File: config.mk
export PLATFORM = sky130hd
export DESIGN_NAME = strela_csr_sequencer
export DESIGN_NICKNAME = d
export VERILOG_FILES = /design/src/rtl/strela_csr_sequencer.sv
export SDC_FILE = /design/constraint.sdc
export NUM_CORES = 1
export LEC_CHECK = 0
export BUFFER_PORTS_ARGS = -buffer_cell sky130_fd_sc_hd__buf_4
export CAP_MARGIN = 10
export CORE_ASPECT_RATIO = 1.25
export CORE_MARGIN = 2
export CORE_UTILIZATION = 54
export DETAILED_ROUTE_END_ITERATION = 6
export HOLD_SLACK_MARGIN = 0.15
export PLACE_DENSITY = 0.86
export SLEW_MARGIN = 20
export SYNTH_ARGS = -nofsm -noshare
export SYNTH_HDL_FRONTEND = slang
export SYNTH_SLANG_ARGS = --single-unit
File: constraint.sdc
create_clock -name clk_i -period 4.5 [get_ports clk_i]
set_clock_uncertainty 0.05 [all_clocks]
set_input_delay 0.45 -clock clk_i [delete_from_list [all_inputs] [get_ports clk_i]]
set_output_delay 0.45 -clock clk_i [all_outputs]
set_load 0.005 [all_outputs]
File: src/rtl/strela_csr_sequencer.sv
// strela_csr_sequencer: turns a WRITE/READ/POLL/END command stream into reg_req/reg_rsp transactions.
module strela_csr_sequencer #(
  parameter type reg_req_t = struct packed {
    logic [31:0] addr;
    logic        write;
    logic [31:0] wdata;
    logic [3:0]  wstrb;
    logic        valid;
  },
  parameter type reg_rsp_t = struct packed {
    logic [31:0] rdata;
    logic        error;
    logic        ready;
  },
  parameter int unsigned ADDR_WIDTH   = 8,
  parameter int unsigned POLL_TIMEOUT = 1024
) (
  input  logic                  clk_i,
  input  logic                  rst_ni,
  input  logic                  start_i,
  input  logic                  cmd_valid_i,
  output logic                  cmd_ready_o,
  input  logic [1:0]            cmd_op_i,
  input  logic [ADDR_WIDTH-1:0] cmd_addr_i,
  input  logic [31:0]           cmd_data_i,
  output reg_req_t              reg_req_o,
  input  reg_rsp_t              reg_rsp_i,
  output logic [31:0]           rdata_o,
  output logic                  rdata_valid_o,
  output logic                  busy_o,
  output logic                  done_o,
  output logic                  error_o,
  output logic [1:0]            err_code_o
);
  localparam logic [2:0] IDLE = 3'd0, FETCH = 3'd1, REQ = 3'd2, POLL_GAP = 3'd3, DONE = 3'd4;
  localparam logic [1:0] OP_WRITE = 2'd0, OP_READ = 2'd1, OP_POLL = 2'd2, OP_END = 2'd3;
  localparam int CW = $clog2(POLL_TIMEOUT + 1);
  logic [2:0]    state;
  logic [1:0]    op;
  logic [31:0]   mask;
  logic [CW-1:0] poll_cnt;
  logic          hit, timeout, is_wr;
  assign cmd_ready_o = state == FETCH;
  assign busy_o      = state != IDLE;
  assign done_o      = state == DONE;
  assign hit         = |(reg_rsp_i.rdata & mask);
  assign timeout     = poll_cnt + 1'b1 == CW'(POLL_TIMEOUT);
  assign is_wr       = cmd_op_i == OP_WRITE;
  always_ff @(posedge clk_i or negedge rst_ni) begin
    if (!rst_ni) begin
      state         <= IDLE;
      op            <= OP_WRITE;
      mask          <= '0;
      poll_cnt      <= '0;
      reg_req_o     <= '0;
      rdata_o       <= '0;
      rdata_valid_o <= 1'b0;
      error_o       <= 1'b0;
      err_code_o    <= 2'd0;
    end else begin
      rdata_valid_o <= 1'b0;
      case (state)
        IDLE: if (start_i) begin
          error_o    <= 1'b0;
          err_code_o <= 2'd0;
          state      <= FETCH;
        end
        FETCH: if (cmd_valid_i) begin
          if (cmd_op_i == OP_END) state <= DONE;
          else begin
            op              <= cmd_op_i;
            mask            <= cmd_data_i;
            poll_cnt        <= '0;
            state           <= REQ;
            reg_req_o.valid <= 1'b1;
            reg_req_o.addr  <= 32'(cmd_addr_i);
            reg_req_o.write <= is_wr;
            reg_req_o.wdata <= is_wr ? cmd_data_i : '0;
            reg_req_o.wstrb <= is_wr ? '1 : '0;
          end
        end
        REQ: if (reg_rsp_i.ready) begin
          reg_req_o.valid <= 1'b0;
          if (op != OP_WRITE) rdata_o <= reg_rsp_i.rdata;
          if (op == OP_POLL) poll_cnt <= poll_cnt + 1'b1;
          // a bus error aborts the whole sequence, even on a READ
          if (reg_rsp_i.error) begin
            error_o    <= 1'b1;
            err_code_o <= 2'd1;
            state      <= DONE;
          end else if (op == OP_READ) begin
            rdata_valid_o <= 1'b1;
            state         <= FETCH;
          end else if (op == OP_WRITE || hit) state <= FETCH;
          else if (timeout) begin
            error_o    <= 1'b1;
            err_code_o <= 2'd2;
            state      <= DONE;
          end else state <= POLL_GAP;
        end
        POLL_GAP: begin
          reg_req_o.valid <= 1'b1;
          state           <= REQ;
        end
        default: state <= IDLE;
      endcase
    end
  end
endmodule
Word level (Yosys, flattened, before mapping):

Index checks and enable logic that the tools add are counted.
W data, S select, Z words.

* word-level logic and storage cells: 86
* flip-flop bits (word level): 130

* reductions and logical operators: 16
* bitwise logic cells: 2
* muxes and demuxes: 38
* $add $sub $neg: 1
* equality and inequality tests: 16

Operators with widths (number)
* $mux W11: 4
* $and A32 B32 Y32: 1
* $mux W32: 1
* $reduce_or A32 Y1: 1
* $mux W3: 8
* $pmux W11 S2: 1
* $mux W1: 13
* $mux W2: 6
* $pmux W3 S4: 1
* $add A11 B1 Y11 const B: 1
* $eq A11 B11 Y1 const B: 1
* $ne A2 B2 Y1 const B: 5
* $ne A3 B3 Y1 const B: 3
* $reduce_and A3 Y1: 3
* $eq A3 B2 Y1 const B: 2
* $reduce_and A6 Y1: 1
* $reduce_bool A2 Y1: 3
* $reduce_bool A3 Y1: 2
* $reduce_and A5 Y1: 1
* $eq A2 B2 Y1 const B: 2
* $logic_not A2 Y1: 2
* $mux W4: 1
* $pmux W2 S2: 1
* $reduce_and A4 Y1: 1
* other kinds (8): 8

Longest topological paths before layout:

Gate-level depths: netlist (run 1).

* depth after elaboration: 8
* depth in mapped cells: 7
* mapped depth without buffers: 6

Least setup slack after synthesis (run 1):

OpenSTA, ideal clock, no wires.

* path kind: reg-to-reg
* start point: reg state[2]
* end point: reg rdata_o[10]
* data arrival time: 1.679 ns
* buffers on the path: 2
* required time: 4.325 ns
* period minus slack after synthesis: 1.853 ns
* path slack: 2.647 ns
* cell stages (with the launch flop): 7
* path through: dfrtp_1 -> buf_2 -> nor3b_4 -> nand2_1 -> nor2_2 -> buf_4 -> mux2_2

* cells in the longest elaborated chain, start to end: 2

RTL lines
* start: declaration: RTL line 38 `logic [2:0] state;`
* start signal: assignment: RTL line 51 `state <= IDLE;`
* start signal: assignment: RTL line 66 `state <= FETCH;`
* start signal: assignment: RTL line 69 `if (cmd_op_i == OP_END) state <= DONE;`
* $eq A3 B2 Y1: RTL line 62 `case (state)`
* $reduce_and A3 Y1 (no source line)
* end signal: assignment: RTL line 84 `if (op != OP_WRITE) rdata_o <= reg_rsp_i.rdata;`
* end: declaration: RTL line 28 `output logic [31:0] rdata_o,`

No other way between the ends.
A chain may end at the register's enable or synchronous reset.

Worst setup path in the final report (run 1):

* start point: reg state[1]
* end point: reg rdata_o[8]

The elaborated chain is that of the path after synthesis.

==> summary.md, run 1 <==
| Metric | Value |
|---|---|
| H-tree depth | `4` |
| Critical path's slowest cell | `nor2_4` |
| Post-CTS sizing | `0` |
| Largest net degree at the start of global routing | `63` |
| Crit path arrival time | `2.84 ns` |
| Layout area overhead | `32.1%` |
| Pwr Density | `672 nW/um^2` |
| GRT Overall Usage | `26.8%` |
| Top-area cell type share of the netlist area | `56.0%` |
| Main synth FF type | `dfrtp_1` |
| I/O Buffers | `164` |
| Setup CP Type | `flip-flop to flip-flop` |
| Die W | `95.3 um` |
| Static Leakage | `3.55 nW` |
| Total grt overflow | `0` |
| # diodes | `0` |
| Vias in the first global route | `4572` |
| DR vias | `4353` |
| Req. time, crit path | `4.74 ns` |
| Syn Inst Count | `486` |
| Tot Pwr | `5.00 mW` |
| # clock sinks | `126` |
| Min Tclk post-route | `2.60 ns` |
| Yosys top cell by area | `dfrtp_1` |
| Dpl hpwl | `9870 um` |
| Floorplan die height | `118 um` |
| Final Hold Viols | `0` |
| Sequential area share after synthesis | `56.0%` |
| DRC violations left | `0` |
| Crit-path max cell delay | `0.81 ns` |
| Worst-path maximum fanout | `32` |
| Site Rows | `41` |
| Drt wl/cell | `18.0 um` |
| Largest cells by area after synthesis | `dfrtp_1, mux2_2, nand2_1, o21ai_0, buf_4` |
| Bufs on Longest Clock Path | `2` |
| Crit path cell chain | `nor3b_4 -> nand2_1 -> nor2_4 -> mux2_2` |
| Final setup fails | `0` |
| Max Cap Violations | `0` |
| Final hold slack | `0.219 ns` |
| Worst slew pin tran | `1.00 ns` |
| Die area | `11300 um^2` |
| Clock Latency Late Sink | `0.41 ns` |
| Max rail drop VDD | `0.000462 V` |
| Max frequency | `0.385 GHz` |
| Remaining antenna violation count | `0` |
| Post-synth EDFFs | `0` |
| RD Place Congestion | `0.833` |
| Non-Filler Instances | `789` |
| WHS Path Cells | `2` |
| Max-slew headroom | `33.1%` |
| Initial Utilization | `55.7%` |
| RSZ-0062 raised after global routing | `no` |
| Initial antenna violation count | `0` |
| Slew Limit Fails | `0` |
| Crit share post-route | `57.8%` |
| Worst slack at placement | `1.93 ns` |
| First-pass GRT wire length | `23200 um` |
| # nets final | `728` |
| TritonCTS buffer count | `17` |
| Yosys cell types | `55` |
| Vias per inst | `5.52` |
| Final wirelength | `14200 um` |
| Clk Tree Root Cell | `clkbuf_16` |
| #FFs+latches synth | `126` |
| Ys async rst share | `100%` |
| Crit path launch type | `flip-flop` |
| Share of cells above drive strength 1 | `42.4%` |
| IO Pins | `189` |
| CORE AREA | `10100 um^2` |
| Syn. warnings | `0` |
| Status | `complete, no violations` |
| Post-Syn Area per Cell | `11.6 um^2` |
| HP Class | `primary input to flip-flop` |
| Starting DRC count in detailed routing | `249` |
| CTS tree | `yes` |
| Worst-path clk slew | `0.06 ns` |
| Synthesized area | `5630 um^2` |
| Setup_tns | `0 ns` |
| Worst Setup End Kind | `flip-flop` |
| Worst r2r path cells | `4` |
| Placed insts | `756` |
| Worst Slack Setup Final | `1.90 ns` |
| Detailed Routing Iterations Pass 1 | `6` |
[placed cells by master, fill, tap and decap left out, types with 6 or more instances in the layout]
master / instances
dfrtp_1: 126
a22oi_1: 12
nand3_1: 7
conb_1: 24
nand2_1: 82
o21ai_0: 48
mux2_2: 66
clkbuf_16: 17
nor2_1: 14
a21oi_1: 6
mux2_4: 6
inv_1: 6
o31ai_1: 6
buf_4: 168
[stage by stage]
stage | utilization, % | area (um^2)
3_3_place_gp | 67.4 | 6820
4_1_cts | 73.6 | 7440
6_report | 73.6 | 7440
3_5_place_dp | 67.4 | 6820
5_1_grt | 73.6 | 7440
2_1_floorplan | - | 5720
[power breakdown]
group          internal (mW)  total (mW)  switching (mW)
Combinational          0.960        1.63           0.667
Clock                  0.916        1.40           0.485
Sequential              1.63        1.97           0.333
Total                   3.51        5.00            1.49
[cells by family after synthesis]
family | share of synthesized area [%]
fa+ha+maj | 0.222
compound gates | 11.2
other cells | 0.0666
buf+inv | 6.40
flops | 56.0
mux | 15.0
simple gates | 11.0
[metal layers]
metal  routed length, um  GRT usage (%)
met4                 217           8.33
met5                   0              0
met3                1180           9.37
met2                7550           45.3
met1                5230           31.7
[path summary, 6_finish.rpt]
path | from | endpoint | slack, ns
min reg2reg | reg_req_o[6] | reg_req_o[6] | 0.43
min in group asynchronous | rst_ni | state[1] | 0.48
max reg2reg | state[1] | rdata_o[8] | 1.90
max | state[1] | rdata_o[8] | 1.90
max in group asynchronous | rst_ni | rdata_o[5] | 2.82
min | reg_rsp_i[8] | rdata_o[6] | 0.22
[repair_timing]
item                                   in CTS  in global routing
hold buffers                                1                  0
setup buffers                               0                  0
endpoints found under the hold margin      33                  0
[sequential cells by signal (all words and copies together), names as in the netlist]
name / flops
error_o: 1
poll_cnt: 11
rdata_o: 32
err_code_o: 2
state: 3
op: 2
rdata_valid_o: 1
mask: 32
reg_req_o: 42
[synthesized netlist by cell type (2+ instances only)]
cell	count
a31oi_1	3
buf_4	32
clkbuf_1	9
inv_1	6
and3_1	4
a22oi_1	12
nand3_1	7
o31a_1	2
nand2b_1	3
o31ai_1	6
nand4_1	4
nor3b_4	2
nor3_1	2
o41ai_1	2
buf_2	6
dfrtp_1	126
nor2_1	15
mux2_4	6
nor4_1	2
o211ai_1	2
mux2_2	66
a21oi_1	6
o21ai_0	48
nand2_1	82
buf_6	3
[critical path: cells and delay by family (launching register included)]
kind | cells | cell delay [ns]
and+or+nand+nor | 3 | 1.41
DFF | 1 | 0.57
muxes | 1 | 0.43
[area by class of cell]
class                           instances  area, um^2
Sequential cell                       126        3150
Fill cell                             667        2670
Multi-Input combinational cell        327        2220
Timing Repair Buffer                  169        1270
Clock buffer                           23         478
Tap cell                              129         161
Clock inverter                          9         134
Inverter                                6        22.5
Power figures use the tool's default switching activity.
==> run 2: changes to the inputs <==
CORE_UTILIZATION = 46   (was 54)
PLACE_DENSITY = 0.78   (was 0.86)
clock period = 2.21 ns   (was 4.5 ns; I/O delays follow)
==> run 2 against run 1 <==
  * Final area increased by 13%
  * Clock-buffer cell count decreased by 3
  * Power is 110% higher
==> summary.md, run 2 (same netlist as run 1, synthesis figures left out) <==
| Metric | Value |
|---|---|
| Filler cells | `813 (+22%)` |
| Die area | `13100 um^2 (+17%)` |
| Largest net degree at the start of global routing | `106 (+68%)` |
| Slew Limit Fails | `0 (unchanged)` |
| Dpl hpwl | `10000 um (+1.7%)` |
| Max Cap Violations | `0 (unchanged)` |
| Static Leakage | `3.92 nW (+11%)` |
| Floorplan die height | `128 um (+8.1%)` |
| Final hold slack | `0.177 ns (-0.0420 ns)` |
| Vias per inst | `5.26 (-4.6%)` |
| Crit share post-route | `93.0% (+35 points)` |
| Drt wl/cell | `17.7 um (-1.3%)` |
| Vias in the first global route | `5024 (+9.9%)` |
| Final setup fails | `0 (unchanged)` |
| Commonest non-fill, non-tap cells in the layout | `buf_4, dfrtp_1, nand2_1` |
| First-pass GRT wire length | `25200 um (+8.6%)` |
| Total grt overflow | `0 (unchanged)` |
| Share of cells above drive strength 1 | `39.1% (-3.3 points)` |
| DR vias | `4773 (+9.6%)` |
| Setup_tns | `0 ns (unchanged)` |
| CORE AREA | `12000 um^2 (+19%)` |
| Detailed Routing Iterations Pass 1 | `5 (-1)` |
| Cell area after layout | `8370 um^2 (+13%)` |
| I/O Buffers | `164 (unchanged)` |
| GRT Overall Usage | `25.4% (-1.4 points)` |
| Die W | `103 um (+8.0%)` |
| # nets final | `810 (+11%)` |
| Reg with most FFs | `reg_req_o` |
| HP Class | `primary input to flip-flop` |
| CTS tree | `yes` |
| Req. time, crit path | `2.46 ns (-2.28 ns)` |
| Max FFs per register | `42 (unchanged)` |
| Commonest non-fill, non-tap cell in the layout | `buf_4` |
| Initial antenna violation count | `0 (unchanged)` |
| Initial Utilization | `46.7% (-9.0 points)` |
| Tot Pwr | `10.6 mW (+110%)` |
| Final Hold Viols | `0 (unchanged)` |
| Max frequency | `0.486 GHz (+26%)` |
| Setup CP Type | `flip-flop to flip-flop` |
| WHS Path Cells | `4 (+2)` |
| Starting DRC count in detailed routing | `192 (-23%)` |
| DRC violations left | `0 (unchanged)` |
| H-tree depth | `4 (unchanged)` |
| Worst slew pin tran | `0.603 ns (-0.398 ns)` |
| RSZ-0062 raised after global routing | `no` |
| Crit path launch type | `flip-flop` |
| Crit-path max cell delay | `0.49 ns (-0.32 ns)` |
| Crit path arrival time | `2.31 ns (-0.53 ns)` |
| Crit path cell chain | `nor2_1 -> a21boi_0 -> o31a_1 -> o211ai_1 -> o21ba_2` |
| Min Tclk post-route | `2.06 ns (-0.543 ns)` |
| Clk Tree Root Cell | `clkbuf_16` |
| RD Place Congestion | `0.846 (+1.5%)` |
| Final wirelength | `16100 um (+14%)` |
| Max-slew headroom | `59.8% (+27 points)` |
| Status | `complete, no violations` |
| IO Pins | `189 (unchanged)` |
| Pwr Density | `1260 nW/um^2 (+88%)` |
| Critical path's slowest cell | `dfrtp_1` |
| Worst-path clk slew | `0.06 ns (about the same)` |
| Worst Setup End Kind | `flip-flop` |
| Bufs on Longest Clock Path | `2 (unchanged)` |
| Clock Latency Late Sink | `0.41 ns (about the same)` |
| Remaining antenna violation count | `0 (unchanged)` |
| Layout area overhead | `48.7%` |
| Dpl cell area | `6940 um^2 (+1.8%)` |
| Site Rows | `45 (+9.8%)` |
| TritonCTS buffer count | `17 (unchanged)` |
| Worst r2r path cells | `5 (+1)` |
| Largest regs | `reg_req_o (42), mask (32), rdata_o (32)` |
| Max rail drop VDD | `0.000761 V (+64%)` |
| Worst-path maximum fanout | `8 (-75%)` |
| # clock sinks | `126 (unchanged)` |
==> run 2: cell count changes in the layout (fill, tap and decap cells not counted), sizes merged <==
cell / change
buf: +6
dlygate4sd3: +76
clkinvlp: +1
inv: +1
diode: +1
clkbuf: -3
clkinv: +1
==> run 2: per-stage QoR <==
step | std cells | utilization, % | setup slack, ns
after global placement | 795 | 57.6 | 0.164
after detailed placement | 795 | 57.6 | 0.0724
after CTS | 904 | 69.2 | 0.0264
final | 907 | 69.4 | 0.154
after global routing | 906 | 69.4 | 0.00404
after floorplan | 509 | - | 0.357
==> run 2: report_power, final <==
| part | internal [mW] | switching (mW) |
|---|---|---|
| combinational | 2.12 | 1.49 |
| sequential | 3.33 | 0.726 |
| clock | 1.87 | 1.04 |
==> run 2: area by class of cell <==
| cell class | instances | area (um^2) | area share [%] |
|---|---|---|---|
| diodes | 1 | 2.50 | 0.0299 |
| clock buffers | 20 | 467 | 5.58 |
| clock inverters | 12 | 159 | 1.90 |
| inverters | 6 | 22.5 | 0.269 |
| multi-input cells | 327 | 2230 | 26.7 |
| flip-flops and latches | 126 | 3150 | 37.7 |
| well taps | 164 | 205 | 2.45 |
| repair buffers | 251 | 2130 | 25.4 |
==> run 2: layer usage <==
layer | part of all wire [%] | global-route usage [%] | up-vias
li1 | - | - | 2150
met1 | 36 | 28.0 | 2353
met2 | 53 | 44.0 | 223
met3 | 7.1 | 8.23 | 47
met4 | 3.7 | 11.3 | 0
met5 | 0 | 0 | -
==> run 2: critical path: cells and delay by family (launching register included) <==
family | cells | cell delay [ns]
DFF | 1 | 0.49
and+or+nand+nor | 1 | 0.32
AOI/OAI and AO/OA | 4 | 1.08
==> run 2: what timing repair did <==
| action | CTS | global route |
|---|---|---|
| endpoints found under the setup margin | 0 | 15 |
| hold buffers | 77 | 0 |
| setup buffers | 0 | 2 |
| hold endpoints to repair | 152 | 0 |
| gates resized for setup | 0 | 2 |
==> run 2: path summary, 6_finish.rpt <==
kind	slack (ns)	start	end
worst min-delay path	0.18	start_i	error_o
max in group asynchronous	1.11	rst_ni	reg_req_o[34]
worst min register to register	0.43	reg_req_o[6]	reg_req_o[6]
worst max register to register	0.15	state[2]	err_code_o[0]
worst max-delay path	0.15	state[2]	err_code_o[0]
min in group asynchronous	0.32	rst_ni	rdata_o[2]
==> run 3: changes to the inputs <==
ABC_AREA = 1   (was default)
SETUP_SLACK_MARGIN = 0.5   (was default)
SLEW_MARGIN = default   (was 20)
==> run 3 against run 2 <==
  * Critical path depth is 7 higher
  * Utilization is 11 points higher
  * Sequential power is 4% higher
  * Power up 19%
  * Fmax rose by 4.5%
  * Via count increased by 24%
  * Critical path type unchanged
==> summary.md, run 3 <==
| Metric | Value |
|---|---|
| Layout area overhead | `70.0%` |
| Max-slew headroom | `60.5% (+0.69 points)` |
| Worst slew pin tran | `0.592 ns (-0.0104 ns)` |
| Total grt overflow | `0 (unchanged)` |
| CTS tree | `yes` |
| Die area | `13400 um^2 (+2.1%)` |
| Slew Limit Fails | `0 (unchanged)` |
| Tot Pwr | `12.6 mW (+19%)` |
| Max frequency | `0.508 GHz (+4.5%)` |
| Multi-input gate area | `2890 um^2 (+29%)` |
| Syn. warnings | `0 (unchanged)` |
| CORE AREA | `12200 um^2 (+0.93%)` |
| Setup_tns | `0 ns (unchanged)` |
| Synthesized area | `5750 um^2 (+2.2%)` |
| HP Class | `primary input to flip-flop` |
| Int Power | `7.98 mW (+9.0%)` |
| RD Place Congestion | `0.887 (+4.9%)` |
| Die W | `104 um (+1.1%)` |
| Post-Syn Area per Cell | `9.45 um^2 (-18%)` |
| Final wirelength | `23400 um (+45%)` |
| Reg with most FFs | `reg_req_o` |
| Filler cells | `613 (-25%)` |
| DR vias | `5899 (+24%)` |
| I/O Buffers | `164 (unchanged)` |
| Crit share post-route | `89.1% (-4.0 points)` |
| Final Hold Viols | `0 (unchanged)` |
| Share of cells above drive strength 1 | `48.6% (+9.6 points)` |
| Setup CP Type | `flip-flop to flip-flop` |
| Comb power frac | `44.0% (+9.8 points)` |
| Switching pwr | `4.64 mW (+43%)` |
| Max Cap Violations | `0 (unchanged)` |
| Worst-path maximum fanout | `2 (-6)` |
| Metal-1 WL | `7930 um (+37%)` |
| Clock Latency Late Sink | `0.43 ns (+0.02 ns)` |
| # diodes | `0 (-1)` |
| Site Rows | `45 (unchanged)` |
| Uppermost routed layer | `met5` |
| Remaining antenna violation count | `0 (unchanged)` |
| Commonest non-fill, non-tap cells in the layout | `buf_4, nand2_1, dfrtp_1` |
| RSZ-0062 raised after global routing | `yes` |
| Bufs on Longest Clock Path | `2 (unchanged)` |
| Yosys cell types | `35 (-36%)` |
| Floorplan die height | `129 um (+1.1%)` |
| Drt wl/cell | `21.6 um (+22%)` |
| First-pass GRT wire length | `28100 um (+12%)` |
| TritonCTS buffer count | `17 (unchanged)` |
| Main synth FF type | `dfrtp_1` |
| Max FFs per register | `42 (unchanged)` |
| Most instantiated cells after synthesis | `nand2_1, dfrtp_1, buf_4, o21ai_1, mux2_4` |
| Req. time, crit path | `2.46 ns (about the same)` |
| Largest cells by area after synthesis | `dfrtp_1, nand2_1, mux2_4, buf_4, o21ai_1` |
| Clk pwr share | `22.5% (-5.0 points)` |
| Starting DRC count in detailed routing | `501 (+160%)` |
| Most common cell in the netlist | `nand2_1` |
| Worst-path clk slew | `0.06 ns (about the same)` |
| Sequential area share after synthesis | `54.8% (-1.2 points)` |
| Max rail drop VDD | `0.000774 V (+1.8%)` |
| H-tree depth | `4 (unchanged)` |
| Post-synth EDFFs | `0 (unchanged)` |
| Initial Utilization | `47.3% (+0.60 points)` |
| Layout Utilization | `80.4% (+11 points)` |
| Yosys top cell by area | `dfrtp_1` |
| IO Pins | `189 (unchanged)` |
| Worst Slack Setup Final | `0.242 ns (+0.0879 ns)` |
| Commonest non-fill, non-tap cell in the layout | `buf_4` |
| Detailed Routing Iterations Pass 1 | `5 (unchanged)` |
| Wire length on met3 | `1650 um (+44%)` |
| Pwr Density | `1290 nW/um^2 (+2.1%)` |
| # nets final | `986 (+22%)` |
| Met2 WL | `12200 um (+42%)` |
| Register area | `3160 um^2 (+0.12%)` |
| # clock sinks | `126 (unchanged)` |
| Clk Tree Root Cell | `clkbuf_16` |
| Final setup fails | `0 (unchanged)` |
| Vias per inst | `5.46 (+3.7%)` |
| Largest net degree at the start of global routing | `82 (-23%)` |
| Status | `complete, no violations` |
| Switch share | `36.8% (+6.0 points)` |
| Min Tclk post-route | `1.97 ns (-0.0879 ns)` |
| Syn Inst Count | `609 (+25%)` |
| Crit path launch type | `flip-flop` |
| Worst Setup End Kind | `flip-flop` |
| Vias in the first global route | `5511 (+9.7%)` |
| Initial antenna violation count | `1 (+1)` |
| DRC violations left | `0 (unchanged)` |
| Dpl hpwl | `10400 um (+3.4%)` |
| Static Leakage | `4.95 nW (+26%)` |
| GRT Overall Usage | `27.1% (+1.7 points)` |
| Seq pwr share | `33.5% (-4.9 points)` |
| #FFs+latches synth | `126 (unchanged)` |
| Largest regs | `reg_req_o (42), mask (32), rdata_o (32)` |
| Worst slack at placement | `0.190 ns (+0.117 ns)` |
| Ys async rst share | `100% (unchanged)` |
| Top-area cell type share of the netlist area | `54.8% (-1.2 points)` |
| Crit path arrival time | `2.22 ns (-0.09 ns)` |
-- run 3: changes by cell type in the layout (fill, tap and decap cells not counted), sizes merged, moves of 12 or more --
cell	delta
nor2	+19
a22oi	-12
nand3	+14
nand2	+171
buf	+38
inv	+23
mux2	-42
-- run 3: final cells by class --
cell class / count / share of cell area, %
Clock inverter: 12 / 1.48
Clock buffer: 19 / 4.53
Timing Repair inverter: 4 / 0.806
Sequential cell: 126 / 32.3
Tap cell: 164 / 2.10
Timing Repair Buffer: 295 / 27.8
Multi-Input combinational cell: 431 / 29.5
Inverter: 30 / 1.47
-- run 3: worst max-delay path, cell delays in order (launching register included) --
cell     delay [ns]
dfrtp_1        0.43
nand2_1        0.13
nand2_1        0.10
nor2_1         0.10
nand2_1        0.06
nor2_1         0.20
nand3_1        0.23
nor2_1         0.21
nand2_1        0.09
nand2_2        0.09
nand2_2        0.05
nand2_1        0.05
nand2_1        0.05
-- run 3: power groups by stage --
stage	clock, mW	combinational (mW)	sequential [mW]
3_5_place_dp	0	3.60	3.94
4_1_cts	2.80	4.02	3.95
3_3_place_gp	0	3.47	3.92
2_1_floorplan	0	2.01	3.86
6_report	2.84	5.55	4.23
5_1_grt	2.95	5.87	4.30
-- run 3: final timing paths --
kind	from	end	slack, ns	cells past startpoint
worst max-delay path	mask[4]	state[0]	0.24	12
worst min-delay path	start_i	state[1]	0.23	5
worst max register to register	mask[4]	state[0]	0.24	12
worst min register to register	err_code_o[0]	err_code_o[0]	0.43	2
max in group asynchronous	rst_ni	poll_cnt[2]	1.25	3
min in group asynchronous	rst_ni	reg_req_o[0]	0.34	3
-- run 3: repair_timing --
action                                  CTS  global route
endpoints found under the setup margin  113           123
gates cloned                              3            14
pin swaps                                14            49
gates resized for setup                  42           195
hold buffers                             78             0
setup buffers                            22            15
endpoints found under the hold margin   237             0
-- run 3: per-stage QoR --
stage	cell area [um^2]	instances	hold slack [ns]
after global routing	9780	1081	0.268
after floorplan	5840	632	-0.125
after CTS	8710	1052	0.196
after global placement	6960	918	0.231
after detailed placement	6960	918	0.240
final	9780	1081	0.228
-- run 3: kinds of logic after synthesis --
logic type                 count (synthesis)  synth area share, %
muxes                                     31                 7.89
AOI/OAI and AO/OA                         58                 5.72
buffers and inverters                     78                 8.55
adders and majority gates                  1                0.217
and+or+nand+nor                          312                 22.5
xor gates and xnor gates                   2                0.304
DFF                                      126                 54.8
other                                      1               0.0652
-- run 3: metal layers --
metal / vias to the layer above / GRT usage, %
met5: - / 0
met4: 2 / 13.8
met3: 127 / 6.94
met2: 378 / 47.4
met1: 2900 / 31.0
li1: 2492 / -
